$ cat config.mk
export PLATFORM = sky130hd
export DESIGN_NAME = calc_token_sequencer_flat
export DESIGN_NICKNAME = d
export VERILOG_FILES = /design/src/rtl/calc_token_sequencer_if.sv /design/src/rtl/calc_token_sequencer.sv /design/src/flat_wrapper.sv
export SDC_FILE = /design/constraint.sdc
export NUM_CORES = 1
export LEC_CHECK = 0
export BUFFER_PORTS_ARGS = -buffer_cell sky130_fd_sc_hd__buf_2
export CAP_MARGIN = 15
export CORE_MARGIN = 4
export CORE_UTILIZATION = 25
export CTS_CLUSTER_SIZE = 14
export DETAILED_ROUTE_END_ITERATION = 10
export GPL_TIMING_DRIVEN = 0
export RECOVER_POWER = 100
export SLEW_MARGIN = 30
export SYNTH_ARGS = -nofsm -noshare
export SYNTH_HDL_FRONTEND = slang
export SYNTH_SLANG_ARGS = --single-unit
export TNS_END_PERCENT = 10
$ cat constraint.sdc
create_clock -name clk -period 7 [get_ports clk]
set_input_delay 1.4 -clock clk [delete_from_list [all_inputs] [get_ports clk]]
set_output_delay 1.4 -clock clk [all_outputs]
set_load 0.05 [all_outputs]
$ cat src/rtl/calc_token_sequencer_if.sv
// Token handshake between the ROM fetch sequencer (master) and the expression evaluator (slave).
interface calc_token_sequencer_if #(
    parameter int OPND_W = 16
);
    logic              tok_valid;
    logic              tok_ready;
    logic [1:0]        tok_kind;
    logic [OPND_W-1:0] tok_operand;
    logic [1:0]        tok_op;

    modport master (
        output tok_valid,
        output tok_kind,
        output tok_operand,
        output tok_op,
        input  tok_ready
    );

    modport slave (
        input  tok_valid,
        input  tok_kind,
        input  tok_operand,
        input  tok_op,
        output tok_ready
    );
endinterface

$ cat src/rtl/calc_token_sequencer.sv
// Walks the token ROM from address 0, folds digit runs into binary operands and
// hands operands, operator opcodes and the end marker to the evaluator.
module calc_token_sequencer #(
    parameter int ADDR_W = 7,
    parameter int DEPTH  = 100,
    parameter int OPND_W = 16
) (
    input  logic                  clk,
    input  logic                  rst_n,
    input  logic                  start,
    output logic [ADDR_W-1:0]     rom_index,
    input  logic [7:0]            rom_data,
    calc_token_sequencer_if.master tok,
    output logic                  busy,
    output logic                  done,
    output logic                  err,
    output logic [ADDR_W-1:0]     err_index
);

    typedef enum logic [2:0] {
        ST_IDLE     = 3'd0,
        ST_FETCH    = 3'd1,
        ST_EMIT_NUM = 3'd2,
        ST_EMIT_OP  = 3'd3,
        ST_EMIT_END = 3'd4,
        ST_DONE     = 3'd5,
        ST_ERR      = 3'd6
    } state_t;

    localparam logic [1:0] KIND_OPND = 2'd0;
    localparam logic [1:0] KIND_OP   = 2'd1;
    localparam logic [1:0] KIND_END  = 2'd2;

    // Four guard bits hold acc*10+9 exactly, so overflow is a plain compare.
    localparam int                ACC_W     = OPND_W + 4;
    localparam logic [ACC_W-1:0]  ACC_MAX   = {4'd0, {OPND_W{1'b1}}};
    localparam logic [ADDR_W-1:0] PTR_LIMIT = ADDR_W'(DEPTH);

    state_t              state_r, state_nx;
    logic [ADDR_W-1:0]   ptr_r, ptr_nx;
    logic [OPND_W-1:0]   acc_r, acc_nx;
    logic                have_digit_r, have_digit_nx;
    logic                end_pend_r, end_pend_nx;
    logic [1:0]          opcode_r, opcode_nx;
    logic [ADDR_W-1:0]   err_index_r, err_index_nx;

    logic                tok_valid_r, tok_valid_nx;
    logic [1:0]          tok_kind_r, tok_kind_nx;
    logic                busy_r, busy_nx;
    logic                done_r, err_r;

    logic [ACC_W-1:0]    acc_next_s;
    logic                is_digit_s, is_end_s, is_op_s;

    function automatic logic code_is_op(input logic [7:0] code);
        return (code >= 8'd20) && (code <= 8'd23);
    endfunction

    assign is_digit_s = (rom_data <= 8'd9);
    assign is_end_s   = (rom_data == 8'd10);
    assign is_op_s    = code_is_op(rom_data);
    assign acc_next_s = ({4'd0, acc_r} * ACC_W'(10)) + ACC_W'(rom_data[3:0]);

    // Next-state, datapath updates and next values of the registered outputs.
    always_comb begin
        state_nx      = state_r;
        ptr_nx        = ptr_r;
        acc_nx        = acc_r;
        have_digit_nx = have_digit_r;
        end_pend_nx   = end_pend_r;
        opcode_nx     = opcode_r;
        err_index_nx  = err_index_r;

        case (state_r)
            ST_IDLE, ST_DONE, ST_ERR: begin
                if (start) begin
                    state_nx      = ST_FETCH;
                    ptr_nx        = '0;
                    acc_nx        = '0;
                    have_digit_nx = 1'b0;
                    end_pend_nx   = 1'b0;
                    err_index_nx  = '0;
                end else begin
                    state_nx = state_r;
                end
            end
            ST_FETCH: begin
                if (ptr_r == PTR_LIMIT) begin
                    state_nx     = ST_ERR;
                    err_index_nx = ptr_r;
                end else if (is_digit_s) begin
                    if (acc_next_s > ACC_MAX) begin
                        state_nx     = ST_ERR;
                        err_index_nx = ptr_r;
                    end else begin
                        acc_nx        = acc_next_s[OPND_W-1:0];
                        have_digit_nx = 1'b1;
                        ptr_nx        = ptr_r + ADDR_W'(1);
                    end
                end else if ((is_end_s || is_op_s) && !have_digit_r) begin
                    state_nx     = ST_ERR;
                    err_index_nx = ptr_r;
                end else if (is_end_s) begin
                    end_pend_nx = 1'b1;
                    state_nx    = ST_EMIT_NUM;
                end else if (is_op_s) begin
                    opcode_nx = rom_data[1:0];
                    state_nx  = ST_EMIT_NUM;
                end else begin
                    state_nx     = ST_ERR;
                    err_index_nx = ptr_r;
                end
            end
            ST_EMIT_NUM: begin
                if (tok.tok_ready) begin
                    acc_nx        = '0;
                    have_digit_nx = 1'b0;
                    state_nx      = end_pend_r ? ST_EMIT_END : ST_EMIT_OP;
                end else begin
                    state_nx = state_r;
                end
            end
            ST_EMIT_OP: begin
                if (tok.tok_ready) begin
                    ptr_nx   = ptr_r + ADDR_W'(1);
                    state_nx = ST_FETCH;
                end else begin
                    state_nx = state_r;
                end
            end
            ST_EMIT_END: begin
                if (tok.tok_ready) begin
                    state_nx = ST_DONE;
                end else begin
                    state_nx = state_r;
                end
            end
            default: begin
                state_nx = ST_IDLE;
            end
        endcase

        case (state_nx)
            ST_EMIT_NUM: begin
                tok_valid_nx = 1'b1;
                tok_kind_nx  = KIND_OPND;
            end
            ST_EMIT_OP: begin
                tok_valid_nx = 1'b1;
                tok_kind_nx  = KIND_OP;
            end
            ST_EMIT_END: begin
                tok_valid_nx = 1'b1;
                tok_kind_nx  = KIND_END;
            end
            default: begin
                tok_valid_nx = 1'b0;
                tok_kind_nx  = KIND_OPND;
            end
        endcase

        busy_nx = !((state_nx == ST_IDLE) || (state_nx == ST_DONE) || (state_nx == ST_ERR));
    end

    // State and datapath registers.
    always_ff @(posedge clk or negedge rst_n) begin
        if (!rst_n) begin
            state_r      <= ST_IDLE;
            ptr_r        <= '0;
            acc_r        <= '0;
            have_digit_r <= 1'b0;
            end_pend_r   <= 1'b0;
            opcode_r     <= 2'd0;
            err_index_r  <= '0;
        end else begin
            state_r      <= state_nx;
            ptr_r        <= ptr_nx;
            acc_r        <= acc_nx;
            have_digit_r <= have_digit_nx;
            end_pend_r   <= end_pend_nx;
            opcode_r     <= opcode_nx;
            err_index_r  <= err_index_nx;
        end
    end

    // Status and handshake outputs registered from the next-state decode.
    always_ff @(posedge clk or negedge rst_n) begin
        if (!rst_n) begin
            tok_valid_r <= 1'b0;
            tok_kind_r  <= KIND_OPND;
            busy_r      <= 1'b0;
            done_r      <= 1'b0;
            err_r       <= 1'b0;
        end else begin
            tok_valid_r <= tok_valid_nx;
            tok_kind_r  <= tok_kind_nx;
            busy_r      <= busy_nx;
            done_r      <= (state_nx == ST_DONE);
            err_r       <= (state_nx == ST_ERR);
        end
    end

    assign rom_index       = ptr_r;
    assign err_index       = err_index_r;
    assign busy            = busy_r;
    assign done            = done_r;
    assign err             = err_r;
    assign tok.tok_valid   = tok_valid_r;
    assign tok.tok_kind    = tok_kind_r;
    assign tok.tok_operand = acc_r;
    assign tok.tok_op      = opcode_r;

endmodule
$ cat src/flat_wrapper.sv
// flat-port wrapper written by rule: the top's interface ports become plain ports
module calc_token_sequencer_flat 
#(
    parameter int ADDR_W = 7,
    parameter int DEPTH  = 100,
    parameter int OPND_W = 16
)
  (clk, rst_n, start, rom_index, rom_data, busy, done, err, err_index, tok_tok_valid, tok_tok_kind, tok_tok_operand, tok_tok_op, tok_tok_ready);
  calc_token_sequencer_if #(.OPND_W(OPND_W)) tok_i ();
  input  logic clk;
  input  logic rst_n;
  input  logic start;
  output logic [ADDR_W-1:0] rom_index;
  input  logic [7:0] rom_data;
  output logic busy;
  output logic done;
  output logic err;
  output logic [ADDR_W-1:0] err_index;
  output wire logic [$bits(tok_i.tok_valid)-1:0] tok_tok_valid;
  output wire logic [$bits(tok_i.tok_kind)-1:0] tok_tok_kind;
  output wire logic [$bits(tok_i.tok_operand)-1:0] tok_tok_operand;
  output wire logic [$bits(tok_i.tok_op)-1:0] tok_tok_op;
  input wire logic [$bits(tok_i.tok_ready)-1:0] tok_tok_ready;
  assign tok_tok_valid = tok_i.tok_valid;
  assign tok_tok_kind = tok_i.tok_kind;
  assign tok_tok_operand = tok_i.tok_operand;
  assign tok_tok_op = tok_i.tok_op;
  assign tok_i.tok_ready = tok_tok_ready;
  calc_token_sequencer #(.ADDR_W(ADDR_W), .DEPTH(DEPTH), .OPND_W(OPND_W)) u_core (.clk(clk), .rst_n(rst_n), .start(start), .rom_index(rom_index), .rom_data(rom_data), .tok(tok_i), .busy(busy), .done(done), .err(err), .err_index(err_index));
endmodule
# Yosys cells after proc, flatten, opt, wreduce, memory -nomap -nowiden
# Cells that the tools add are included.
dict set report op_classes {
  reduce_logical 19
  n_eq_ne 25
  n_mul 1
  bitwise 4
  mux 44
  addsub 2
  magnitude_cmp 4
}
# cell n
set op_table {}
lappend op_table {{$mux 16} 5}
lappend op_table {{$mux 7} 11}
lappend op_table {{$pmux 16 s3} 1}
lappend op_table {{$mux 3} 11}
lappend op_table {{$reduce_and 6->1} 4}
lappend op_table {{$pmux 7 s3} 1}
lappend op_table {{$add 20x4->20} 1}
lappend op_table {{$gt 20x16->1 const B} 1}
lappend op_table {{$mul 16x3->19 const B} 1}
lappend op_table {{$eq 3x3->1 const B} 6}
lappend op_table {{$pmux 3 s5} 1}
lappend op_table {{$ne 2x2->1 const B} 7}
lappend op_table {{$pmux 7 s2} 1}
lappend op_table {{$eq 3x2->1 const B} 4}
lappend op_table {{$mux 1} 10}
lappend op_table {{$ne 5x4->1 const B} 2}
lappend op_table {{$eq 8x4->1 const B} 1}
lappend op_table {{$ge 8x5->1 const B} 1}
lappend op_table {{$le 8x4->1 const B} 1}
lappend op_table {{$le 8x5->1 const B} 1}
lappend op_table {{$add 7x1->7 const B} 1}
lappend op_table {{$eq 7x7->1 const B} 1}
lappend op_table {{$logic_not 3->1} 2}
lappend op_table {{$reduce_bool 3->1} 2}
lappend op_table {{other kinds (13)} 22}
dict set report word_totals {
  input_bits 12
  regBits 43
  elab_cells 111
  out_inout_bits 38
}

# Depth between registers and ports, before layout
# Gate-level depths: netlist of the first run.
dict set report depth {
  ltp_word 12
  mapped_depth 13
  depth_no_buf 12
}

# Worst setup path before layout of the first run
# OpenSTA, ideal clock, no wires.
dict set report synth_timing {
  path_type {reg-to-reg}
  from {register u_core.acc_r[1] (netlist: u_core.tok.tok_operand[1])}
  to {register u_core.ptr_r[0] (netlist: u_core.rom_index[0])}
  setup_slack_ns 2.934
  arrival_time_ns 3.941
  synth_period_minus_slack_ns 4.066
  required_time_ns 6.875
  n_path_buf 0
  setup_ns 0.125
  path_stages_with_launch 13
  cell_sequence {dfrtp_1 ha_1 ha_1 fa_1 a21o_1 a221o_1 a31o_2 xor2_1 nor3b_2 nand4_2 a21o_4 a21oi_1 mux2_2}
}
dict set report synth_via {
  elab_chain_cells 5
}
# item line
set synth_rtl {}
lappend synth_rtl {{start: declaration} calc_token_sequencer.sv:41} ;# logic [OPND_W-1:0] acc_r, acc_nx;
lappend synth_rtl {{start signal: assignment} calc_token_sequencer.sv:178} ;# acc_r <= acc_nx;
lappend synth_rtl {{$mul 16x3->19} calc_token_sequencer.sv:62} ;# assign acc_next_s = ({4'd0, acc_r} * ACC_W'(10)) + ACC_W'(rom_data[3:0]);
lappend synth_rtl {{$add 20x4->20} calc_token_sequencer.sv:62}
lappend synth_rtl {{$gt 20x16->1} calc_token_sequencer.sv:92} ;# if (acc_next_s > ACC_MAX) begin
lappend synth_rtl {{$ne 2x2->1 (no source line)} n/a}
lappend synth_rtl {{$reduce_and 6->1 (no source line)} n/a}
lappend synth_rtl {{end signal: assignment} calc_token_sequencer.sv:177} ;# ptr_r <= ptr_nx;
lappend synth_rtl {{end: declaration} calc_token_sequencer.sv:40} ;# logic [ADDR_W-1:0] ptr_r, ptr_nx;
# No other way between the ends.
# A chain may end at the register's enable or synchronous reset.

# Worst setup path after layout of the first run
dict set report layout_timing {
  from {register u_core.acc_r[1] (netlist: u_core.tok.tok_operand[1])}
  to {register u_core.acc_r[7] (netlist: u_core.tok.tok_operand[7])}
}
dict set report layout_via {
  elab_chain_cells 6
  word_cells_on_any_way 9
  cone_classes {1 x add/sub; 1 x mul; 1 x order compare; 1 x eq/ne; 4 x mux; 1 x reduce/logical}
}
# item line
set layout_rtl {}
lappend layout_rtl {{$mul 16x3->19 *} calc_token_sequencer.sv:62}
lappend layout_rtl {{$add 20x4->20 *} calc_token_sequencer.sv:62}
lappend layout_rtl {{parallel branches: the longest is 4 deep, another holds $gt 20x16->1} n/a}
# Mark *: on every way between the ends. The select of a mux whose other input is x is not followed.

==> results of run 1 <==
-- worst max-delay path: stages, from the launching register on --
cell and delay, ns:
dfrtp_1 0.45, ha_1 0.32, ha_1 0.24, fa_1 0.43, a21o_1 0.22, a221o_1 0.38
a31o_2 0.30, xor2_1 0.20, nor3b_1 0.38, nand4_2 0.19, a211oi_1 1.19, clkbuf_1 0.52
a22o_1 0.21
-- metrics by stage --
step | worst slack [ns] | utilization [%] | hold WS [ns] | instance area (um^2)
2_1_floorplan | 2.93 | - | 0.485 | 3310
5_1_grt | 1.43 | 29.7 | 0.505 | 3800
6_report | 1.91 | 29.7 | 0.498 | 3800
4_1_cts | 2.83 | 30.7 | 0.495 | 3930
3_5_place_dp | 2.76 | 29.6 | 0.480 | 3780
3_3_place_gp | 2.81 | 29.5 | 0.472 | 3770
-- power groups by stage --
stage               Combinational [mW]  Sequential [mW]  Clock (mW)
finish                           0.420            0.312       0.244
global route                     0.463            0.316       0.261
CTS                              0.448            0.311       0.251
detailed placement               0.447            0.315           0
global placement                 0.435            0.314           0
floorplan                        0.250            0.400           0
-- synthesized netlist by cell type, types with 2 or more instances --
cell        n  area (um^2)
dfrtp_1    43         1080
ha_1       33          413
nor2_1     24         90.1
nand2_1    18         67.6
inv_1      17         63.8
a22o_1     16          140
xnor2_1    14          123
a21o_1     12         90.1
a21oi_1    12         60.1
nand2b_1   12         75.1
mux2i_1    10          100
a32o_1      8         80.1
o21ai_0     8         40.0
and3_1      7         43.8
nand3_1     7         35.0
xor2_1      7         61.3
clkbuf_1    6         22.5
nor2b_1     6         37.5
a211oi_1    5         37.5
mux2_2      5         56.3
nand4_1     4         25.0
nor3_1      4         20.0
and4_1      3         26.3
o21a_1      3         22.5
a2111oi_0   2         17.5
a2111oi_4   2         55.1
a221o_1     2         20.0
a31o_2      2         17.5
a31oi_1     2         12.5
and2_1      2         12.5
buf_2       2         10.0
fa_1        2         40.0
nand3b_1    2         15.0
nor4_1      2         12.5
o21ai_1     2         10.0
o22ai_1     2         12.5
or3b_2      2         17.5
-- layout by cell type, fill, tap and decap left out, types with 7 or more instances in the layout --
cell type / Yosys / routed
ha_1: 33 / 33
inv_1: 17 / 17
dfrtp_1: 43 / 43
nand2b_1: 12 / 12
a21o_1: 12 / 13
xor2_1: 7 / 7
a22o_1: 16 / 16
a32o_1: 8 / 8
xnor2_1: 14 / 14
nand2_1: 18 / 18
clkbuf_1: 6 / 49
mux2i_1: 10 / 10
and3_1: 7 / 7
buf_2: 2 / 10
a21oi_1: 12 / 13
nand3_1: 7 / 7
o21ai_0: 8 / 8
nor2_1: 24 / 24
-- layout make-up --
cell class              instances  share of cell area (%)
plain buffers                   9                   0.956
flip-flops and latches         43                    28.3
multi-input cells             264                    54.3
repair buffers                 49                    5.11
well taps                     172                    5.67
inverters                      17                    1.68
clock inverters                 1                   0.231
clock buffers                   7                    3.76
-- flip-flops by register name, indices dropped and copies added (netlist names), 2 cells and up --
| signal | count |
|---|---|
| u_core.tok.tok_kind | 2 |
| u_core.rom_index | 7 |
| u_core.tok.tok_operand | 16 |
| u_core.tok.tok_op | 2 |
| u_core.state_r | 3 |
| u_core.err_index | 7 |
-- worst paths after layout --
kind / startpoint / to / cells after the start
setup reg to reg: u_core.tok.tok_operand[1] / u_core.tok.tok_operand[7] / 12
hold / removal: u_core.err_index[0] / u_core.err_index[0] / 1
setup / recovery: u_core.tok.tok_operand[1] / u_core.tok.tok_operand[7] / 12
hold reg to reg: u_core.err_index[0] / u_core.err_index[0] / 1
min in group asynchronous: rst_n / u_core.rom_index[0] / 1
max in group asynchronous: rst_n / u_core.tok.tok_operand[9] / 1
-- layer usage --
metal / wire (um) / global-route usage, % / up-vias
li1: - / - / 1360
met1: 4140 / 16.0 / 1335
met2: 3590 / 17.3 / 54
met3: 346 / 2.01 / 9
met4: 99 / 3.04 / 0
met5: 0 / 0 / -
-- logic make-up (layout without fill, tap and decap cells) --
family / Yosys count / in the layout / synth area share (%)
simple gates: 99 / 99 / 16.2
compound gates: 93 / 93 / 24.0
flops: 43 / 43 / 32.5
fa+ha+maj: 36 / 36 / 14.0
buf+inv: 26 / 83 / 3.13
xor+xnor: 21 / 21 / 5.55
mux: 15 / 15 / 4.72
==> metrics, run 1 <==
status=finished, violations left; failing checks=capacitance limit, slew limit; post_cts resized=0; area grow syn2layout=14.6%; RePlAce Congestion=0.873; RSZ-0062 raised after global routing=no; Initial Util=25.9%; initial DRC count=108; accumulated negative setup slack=0 ns; register bit total from synthesis=43; Slew @ Worst Pin=2.34 ns; Routed Antenna Nets=0; power density cells=257 nW/um^2; FFs w/ async S/R, synth=100%; clock sinks=43; antenna violations before repair=0; Seq/Total Area, Yosys=32.5%; # IOs=50; # diodes=0; Post-synth EDFFs=0; Most used DFF post-synth=dfrtp_1; worst-skew pair later-pin latency=0.29 ns; Syn Nets=380; Multi-input gate area=2060 um^2; clk root buf=clkbuf_16; Detailed Route WL=8180 um; GRT Overall Usage=11.2%; Nets=436; H-tree depth=2; global route overflow=0; Reg clk slew, reported paths=0.07 ns; Post-Syn Area=3310 um^2; clk buf depth=2; VDD IR-drop max=0.000108 V; placed cell count=554; Final setup viols=0; Reg area=1080 um^2; number of I/O port buffers=49; Max transition margin=-55.8%; Clk network pwr share=25.0%; Final Skew=0.0107 ns; Wirelength per Cell=14.6 um; P_int=0.547 mW; Power, Total=0.976 mW; number of global-route vias before repair=2,686; share of cells above drive strength 1=7.95%; period utilisation layout=72.8%; Ys Warns=0; max-cap violations=1; hpwl dp=6430 um; switching share of power=43.9%; filler instances=1,361; endpoints failing hold=0; first-pass GRT wire length=13,700 um; die height=123 um; CTS tree=yes; WP data arrival=5.32 ns; Setup CP Type=reg -> reg; total CTS buffers=5; Worst EP required=7.23 ns; Netlist cell types=60; crit end category=flip-flop; largest net degree at the start of global routing=44; Sequential Power Share=31.9%; register-to-register setup slack=1.91 ns; Initial DRT Pass Iterations=4; Die X=123 um; # DRC=0; Hold Path Class=reg -> reg; leakage=1.87 nW; Slew Viols, Final=44; via count=2,758; via/cell ratio=4.91; switching power=0.429 mW; Peak Freq=196 MHz; die footprint=15,200 um^2; Combinational Power Share=43.1%; Synth Area per Inst=9.95 um^2; post-CTS setup buffer count=0; post-route insts no fill=562; total core area=12,800 um^2; cell row count=41; Mapped Cells=333; Startpoint Class=flip-flop; crit path max fanout=10; Tmin final=5.09 ns; hold buffers post-CTS=0
No activity file was read; power rests on OpenSTA's default activity.
==> run 2, diff against run 1 <==
--- a/config.mk
+++ b/config.mk
@@ -5,6 +5,7 @@
 export SDC_FILE = /design/constraint.sdc
 export NUM_CORES = 1
 export LEC_CHECK = 0
+export ABC_AREA = 1
 export BUFFER_PORTS_ARGS = -buffer_cell sky130_fd_sc_hd__buf_2
 export CAP_MARGIN = 15
 export CORE_MARGIN = 4
==> constraint.sdc (replaced) <==
create_clock -name clk -period 5 [get_ports clk]
set_input_delay 1 -clock clk [delete_from_list [all_inputs] [get_ports clk]]
set_output_delay 1 -clock clk [all_outputs]
set_load 0.05 [all_outputs]
==> run 2 against run 1 <==
  * The flow still finishes with violations (capacitance limit, slew limit)
  * Largest cell class unchanged
  * Count of clock-buffer cells in the layout is 2 lower
  * Sequential share of layout area fell by 3.0 points
  * Worst hold slack got worse by 0.0071 ns
  * Register-to-register slack worse by 1.0 ns
  * Final cell count increased by 40%
  * Setup slack worse by 1.0 ns
  * Combinational power grew 53%
  * Synthesized cell count is 64% higher
  * Via count is 28% higher
  * Largest power group unchanged
  * Clock skew fell by 0.0020 ns
  * Routed wire length grew 14%
  * Cell area rose by 12%
==> metrics, run 2 <==
Fin Hold WS=0.491 ns (was 0.498 ns); number of global-route vias before repair=3,252 (was 2,686); Worst EP required=5.19 ns (was 7.23 ns); switching power=0.667 mW (was 0.429 mW); VDD IR-drop max=0.000176 V (was 0.000108 V); failing checks=capacitance limit, slew limit (unchanged); # IOs=50 (unchanged); GRT Overall Usage=11.2% (about the same); top cell type's share of synthesized area=28.8% (was 32.5%); cell row count=44 (was 41); crit end category=flip-flop (unchanged); fin area=4250 um^2 (was 3800 um^2); global route overflow=0 (unchanged); post_cts resized=0 (unchanged); total core area=14,600 um^2 (was 12,800 um^2); post-CTS setup buffer count=0 (unchanged); Reg clk slew, reported paths=0.07 ns (about the same); Wirelength per Cell=11.9 um (was 14.6 um); Max transition margin=-58.9% (was -55.8%); clk root buf=clkbuf_16 (unchanged); max reg flops=16 (unchanged); H-tree depth=2 (unchanged); Routed Antenna Nets=0 (unchanged); Ys Warns=0 (unchanged); accumulated negative setup slack=0 ns (unchanged); Most used DFF post-synth=dfrtp_1 (unchanged); critical path's largest stage delay=0.50 ns (was 1.19 ns); register bit total from synthesis=43 (unchanged); filler instances=1,607 (was 1,361); synth cell count leaders=nand2_1, inv_1, nand3_1, nor2_1, dfrtp_1 (was dfrtp_1, ha_1, nor2_1); FFs w/ async S/R, synth=100% (unchanged); Startpoint Class=flip-flop (unchanged); Seq/Total Area, Yosys=28.8% (was 32.5%); power density cells=332 nW/um^2 (was 257 nW/um^2); period utilisation layout=82.3% (was 72.8%); antenna violations before repair=0 (unchanged); Slew Viols, Final=44 (unchanged); Combinational Power Share=45.4% (was 43.1%); crit path max fanout=10 (unchanged); first-pass GRT wire length=15,500 um (was 13,700 um); Synth Area per Inst=6.84 um^2 (was 9.95 um^2); clock sinks=43 (unchanged); count leader, synth=nand2_1 (was dfrtp_1); Setup CP Type=reg -> reg (unchanged); Reg area=1080 um^2 (unchanged); RSZ-0062 raised after global routing=no (unchanged); leakage=2.23 nW (was 1.87 nW); P_int=0.746 mW (was 0.547 mW); worst-skew pair later-pin latency=0.29 ns (about the same); CTS tree=yes (unchanged); Netlist cell types=42 (was 60); number of I/O port buffers=49 (unchanged); Place WS=1.23 ns (was 2.76 ns); commonest cells after routing, fill and taps aside=nand2_1, inv_1, nor2_1, nand3_1, dfrtp_1 (was clkbuf_1, dfrtp_1, ha_1, nor2_1, nand2_1); Die X=130 um (was 123 um); final worst setup slack=0.883 ns (was 1.91 ns); max-cap violations=1 (unchanged); Final setup viols=0 (unchanged); Hold Path Class=reg -> reg (unchanged); commonest non-fill, non-tap cell in the layout=nand2_1 (was clkbuf_1); CP most frequent cell=nor2_1 (was ha_1); clk buf depth=2 (unchanged); via/cell ratio=4.48 (was 4.91); endpoints failing hold=0 (unchanged); Clk network pwr share=23.7% (was 25.0%); via count=3,528 (was 2,758); Post-Syn Area=3740 um^2 (was 3310 um^2); status=finished, violations left (unchanged); final core occ=29.2% (was 29.7%); area grow syn2layout=13.9% (was 14.6%); # DRC=0 (unchanged); WP data arrival=4.31 ns (was 5.32 ns); Nets=649 (was 436); RePlAce Congestion=0.856 (was 0.873); switching share of power=47.2% (was 43.9%); Sequential Power Share=30.9% (was 31.9%); Syn Nets=593 (was 380); Detailed Route WL=9340 um (was 8180 um); Multi-input gate area=2210 um^2 (was 2060 um^2); cell taking the most area after synthesis=dfrtp_1 (unchanged); hold buffers post-CTS=0 (unchanged); Slew @ Worst Pin=2.38 ns (was 2.34 ns); Cell Chain, Critical Path=ha_1 > ha_1 > fa_1 > xnor2_1 > nor2_1 > nand2_1 > nor2_1 > nand3_1 > nor2_1 > nand2_2 > nor2_1 > nor2_1 > nand2_2 > nor2_1 > nand2_2 > nand2_1 > nand2_1 > clkbuf_1 > nand2_1 > o31ai_1 (was ha_1 > ha_1 > fa_1 > a21o_1 > a221o_1 > a31o_2 > xor2_1 > nor3b_1 > nand4_2 > a211oi_1 > clkbuf_1 > a22o_1); die height=130 um (was 123 um); Placement Cell Area=4210 um^2 (was 3780 um^2); top cells by area, synth=dfrtp_1, nand2_1, ha_1 (was dfrtp_1, ha_1, a22o_1); share of cells above drive strength 1=8.79% (was 7.95%); slowest CP cell=fa_1 (was a211oi_1); hpwl dp=7530 um (was 6430 um); Initial DRT Pass Iterations=4 (unchanged); # diodes=0 (unchanged); Post-synth EDFFs=0 (unchanged); Initial Util=25.6% (was 25.9%); Peak Freq=243 MHz (was 196 MHz); total CTS buffers=5 (unchanged); Tmin final=4.12 ns (was 5.09 ns); Final Skew=0.00868 ns (was 0.0107 ns); largest net degree at the start of global routing=44 (unchanged); initial DRC count=169 (was 108); Mapped Cells=546 (was 333); die footprint=17,000 um^2 (was 15,200 um^2)
## run 2: changes by cell type after synthesis, moves of 14 or more
cell / change
nand2_1: +137
inv_1: +69
nand3_1: +37
nand2_2: +20
nor2_1: +20
a22o_1: -14
## run 2: power groups by stage
stage / registers [mW] / clock network (mW) / logic [mW]
2_1_floorplan: 0.571 / 0 / 0.392
3_3_place_gp: 0.443 / 0 / 0.687
3_5_place_dp: 0.441 / 0 / 0.685
4_1_cts: 0.436 / 0.345 / 0.689
5_1_grt: 0.442 / 0.359 / 0.712
6_report: 0.436 / 0.335 / 0.642
## run 2: metrics by stage
step / std cells / total power, mW
finish: 787 / 1.41
detailed placement: 779 / 1.13
CTS: 787 / 1.47
global placement: 779 / 1.13
floorplan: 546 / 0.963
global route: 787 / 1.51
## run 2: layout make-up
| class | count | share of cell area, % |
|---|---|---|
| multi-input cells | 402 | 51.9 |
| flip-flops and latches | 43 | 25.3 |
| inverters | 96 | 8.47 |
| well taps | 184 | 5.41 |
| repair buffers | 49 | 4.62 |
| clock buffers | 5 | 2.94 |
| plain buffers | 5 | 0.794 |
| clock inverters | 3 | 0.559 |
## run 2: cells by family (layout without fill, tap and decap cells)
kind of cell | after synthesis | in the layout | synth area share (%)
AO/OA/AOI/OAI | 58 | 58 | 9.61
XOR/XNOR | 13 | 13 | 3.05
AND/OR/NAND/NOR | 296 | 296 | 35.8
flip-flops | 43 | 43 | 28.8
buffers and inverters | 101 | 158 | 10.6
adder cells (fa/ha/maj) | 35 | 35 | 12.1
## run 2: worst max-delay path: cells and delay by family (launching register included)
family / cells / cell delay [ns]
buffers and inverters: 1 / 0.44
AND/OR/NAND/NOR: 14 / 1.74
adder cells (fa/ha/maj): 3 / 1.08
flip-flops: 1 / 0.45
XOR/XNOR: 1 / 0.21
AO/OA/AOI/OAI: 1 / 0.09
## run 2: layer usage
metal / up-vias / wire length [um] / global-route usage (%)
met5: - / 0 / 0
met4: 0 / 89 / 1.89
met3: 7 / 282 / 1.88
met2: 57 / 4090 / 17.7
met1: 1604 / 4880 / 16.2
li1: 1860 / - / -
## run 2: path summary, 6_finish.rpt
check / from / endpoint / slack [ns] / cells past startpoint
max in group asynchronous: rst_n / u_core.tok.tok_operand[15] / 2.20 / 1
min: u_core.tok.tok_op[1] / u_core.tok.tok_op[1] / 0.49 / 2
max: u_core.tok.tok_operand[1] / u_core.tok.tok_operand[12] / 0.88 / 20
min reg2reg: u_core.tok.tok_op[1] / u_core.tok.tok_op[1] / 0.49 / 2
min in group asynchronous: rst_n / u_core.tok.tok_valid / 1.42 / 1
max reg2reg: u_core.tok.tok_operand[1] / u_core.tok.tok_operand[12] / 0.88 / 20
==> run 3, diff against run 2 <==
--- a/config.mk
+++ b/config.mk
@@ -5,7 +5,7 @@
 export SDC_FILE = /design/constraint.sdc
 export NUM_CORES = 1
 export LEC_CHECK = 0
-export ABC_AREA = 1
+export ABC_AREA = 0
 export BUFFER_PORTS_ARGS = -buffer_cell sky130_fd_sc_hd__buf_2
 export CAP_MARGIN = 15
 export CORE_MARGIN = 4
==> constraint.sdc (replaced) <==
create_clock -name clk -period 4 [get_ports clk]
set_input_delay 0.8 -clock clk [delete_from_list [all_inputs] [get_ports clk]]
set_output_delay 0.8 -clock clk [all_outputs]
set_load 0.05 [all_outputs]
==> run 3 against run 2 <==
  * Largest cell class unchanged
  * Core utilization up 2.4 points
  * Non-clock buffer count up 12
  * The run still ends with capacitance limit, slew limit left
  * Total power is 31% higher
  * Sequential power up 25%
  * Critical path type unchanged
  * Routed wire length down 9.4%
  * Critical path depth shrank 8
  * Clock skew about the same
==> metrics, run 3 (synthesized netlist as in run 1, its figures left out) <==
area grow syn2layout=21.9% (was 13.9%); max-cap violations=1 (unchanged); initial DRC count=131 (was 169); global route overflow=0 (unchanged); VDD IR-drop max=0.000206 V (was 0.000176 V); Initial DRT Pass Iterations=5 (was 4); Wirelength per Cell=14.8 um (was 11.9 um); commonest non-fill, non-tap cell in the layout=clkbuf_1 (was nand2_1); slowest CP cell=dfrtp_2 (was fa_1); filler instances=1,331 (was 1,607); number of I/O port buffers=49 (unchanged); final core occ=31.6% (was 29.2%); CP delay by family, top=compound AO/OA/AOI/OAI gates (was simple AND/OR/NAND/NOR gates); placed cell count=554 (was 779); clk buf depth=2 (unchanged); hold depth=1 (was 2); R2R depth=12 (was 20); failing checks=capacitance limit, slew limit (unchanged); die height=123 um (was 130 um); antenna violations before repair=0 (unchanged); share of cells above drive strength 1=15.6% (was 8.79%); # diodes=0 (unchanged); status=finished, violations left (unchanged); Slew @ Worst Pin=2.38 ns (about the same); Routed Antenna Nets=0 (unchanged); die footprint=15,200 um^2 (was 17,000 um^2); clock sinks=43 (unchanged); Multi-input gate area=2200 um^2 (was 2210 um^2); Peak Freq=258 MHz (was 243 MHz); first-pass GRT wire length=13,800 um (was 15,500 um); Detailed Route WL=8460 um (was 9340 um); Setup CP Type=reg -> reg (unchanged); Power, Total=1.85 mW (was 1.41 mW); RePlAce Congestion=0.884 (was 0.856); post-route insts no fill=570 (was 787); period utilisation layout=96.8% (was 82.3%); endpoints failing hold=0 (unchanged); total CTS buffers=5 (unchanged); CP most frequent cell=ha_1 (was nor2_1); largest net degree at the start of global routing=44 (unchanged); # IOs=50 (unchanged); cell row count=41 (was 44); clk root buf=clkbuf_16 (unchanged); Startpoint Class=flip-flop (unchanged); Die X=123 um (was 130 um); Slew Viols, Final=44 (unchanged); critical path's largest stage delay=0.43 ns (was 0.50 ns); crit path max fanout=7 (was 10); Max transition margin=-58.8% (was -58.9%); Reg area=1080 um^2 (about the same); worst path bufs/invs=0 (was 1); via count=2,848 (was 3,528); CTS tree=yes (unchanged); Cell Chain, Critical Path=ha_1 > ha_1 > fa_2 > a21o_1 > a221o_1 > a31o_2 > xor2_2 > nor3b_4 > nand4_4 > a21o_4 > a2111oi_4 > mux2i_1 (was ha_1 > ha_1 > fa_1 > xnor2_1 > nor2_1 > nand2_1 > nor2_1 > nand3_1 > nor2_1 > nand2_2 > nor2_1 > nor2_1 > nand2_2 > nor2_1 > nand2_2 > nand2_1 > nand2_1 > clkbuf_1 > nand2_1 > o31ai_1); leakage=1.95 nW (was 2.23 nW); Worst EP required=4.21 ns (was 5.19 ns); Final setup viols=0 (unchanged); via/cell ratio=5.00 (was 4.48); total core area=12,800 um^2 (was 14,600 um^2); Reg clk slew, reported paths=0.07 ns (about the same); commonest cells after routing, fill and taps aside=clkbuf_1, dfrtp_1, ha_1, nor2_1, nand2_1 (was nand2_1, inv_1, nor2_1, nand3_1, dfrtp_1); max reg flops=16 (unchanged); Nets=444 (was 649); crit end category=flip-flop (unchanged); hold buffers post-CTS=0 (unchanged); Initial Util=25.9% (was 25.6%); H-tree depth=2 (unchanged); hpwl dp=6500 um (was 7530 um); Hold Path Class=reg -> reg (unchanged); number of global-route vias before repair=2,800 (was 3,252); Fin Hold WS=0.496 ns (was 0.491 ns); Tmin final=3.87 ns (was 4.12 ns); worst-skew pair later-pin latency=0.29 ns (about the same); power density cells=458 nW/um^2 (was 332 nW/um^2); Final Skew=0.00896 ns (was 0.00868 ns); WP data arrival=4.09 ns (was 4.31 ns); # DRC=0 (unchanged); GRT Overall Usage=11.2% (about the same); Stages on worst setup path=12 (was 20)
-- run 3: cell types whose count changed in the layout (fill, tap and decap cells not counted), sizes merged, moves of 12 or more --
cell,before,now
nand3,48,7
o21ai,23,11
a22o,2,16
nand2,175,18
nor2,52,24
inv,95,18
nand2b,0,12
a21o,0,13
-- run 3: area by class of cell --
class | instances | area share [%]
sequential | 43 | 26.7
multi-input combinational | 264 | 54.6
buffer | 9 | 1.05
tap | 172 | 5.33
clock inverter | 2 | 0.961
clock buffer | 6 | 3.44
timing repair buffer | 57 | 6.35
inverter | 17 | 1.58
-- run 3: where the power goes --
group          total (mW)  switching, mW  internal (mW)
Combinational       0.810          0.562          0.248
Clock               0.495          0.181          0.314
Sequential          0.544         0.0445          0.499
Total                1.85          0.787           1.06
-- run 3: metal layers --
layer	track usage, %	up-vias	share of wire (%)
met5	0	-	0
met4	2.91	0	1.5
met3	2.65	13	5.5
met2	17.7	61	45
met1	15.4	1398	48
li1	-	1376	-
-- run 3: stage by stage --
step | setup TNS [ns] | setup WS [ns] | area [um^2]
final | 0 | 0.127 | 4040
after global routing | -0.336 | -0.0471 | 4040
after CTS | -0.691 | -0.0554 | 3990
after detailed placement | -1.23 | -0.0821 | 3780
after global placement | -0.425 | -0.0345 | 3780
after floorplan | 0 | 0.0956 | 3320
-- run 3: worst paths after layout --
path / start / endpoint / slack (ns)
max in group asynchronous: rst_n / u_core.tok.tok_operand[3] / 1.24
worst max-delay path: u_core.tok.tok_operand[1] / u_core.rom_index[6] / 0.13
min in group asynchronous: rst_n / u_core.tok.tok_kind[0] / 1.23
worst max register to register: u_core.tok.tok_operand[1] / u_core.rom_index[6] / 0.13
worst min-delay path: u_core.err_index[6] / u_core.err_index[6] / 0.50
worst min register to register: u_core.err_index[6] / u_core.err_index[6] / 0.50
-- run 3: repair_timing --
item | CTS | global route
endpoints found under the hold margin | 0 | 0
gates resized for setup | 3 | 12
pin swaps | 1 | 7
endpoints found under the setup margin | 24 | 36
buffers inserted | 2 | 6
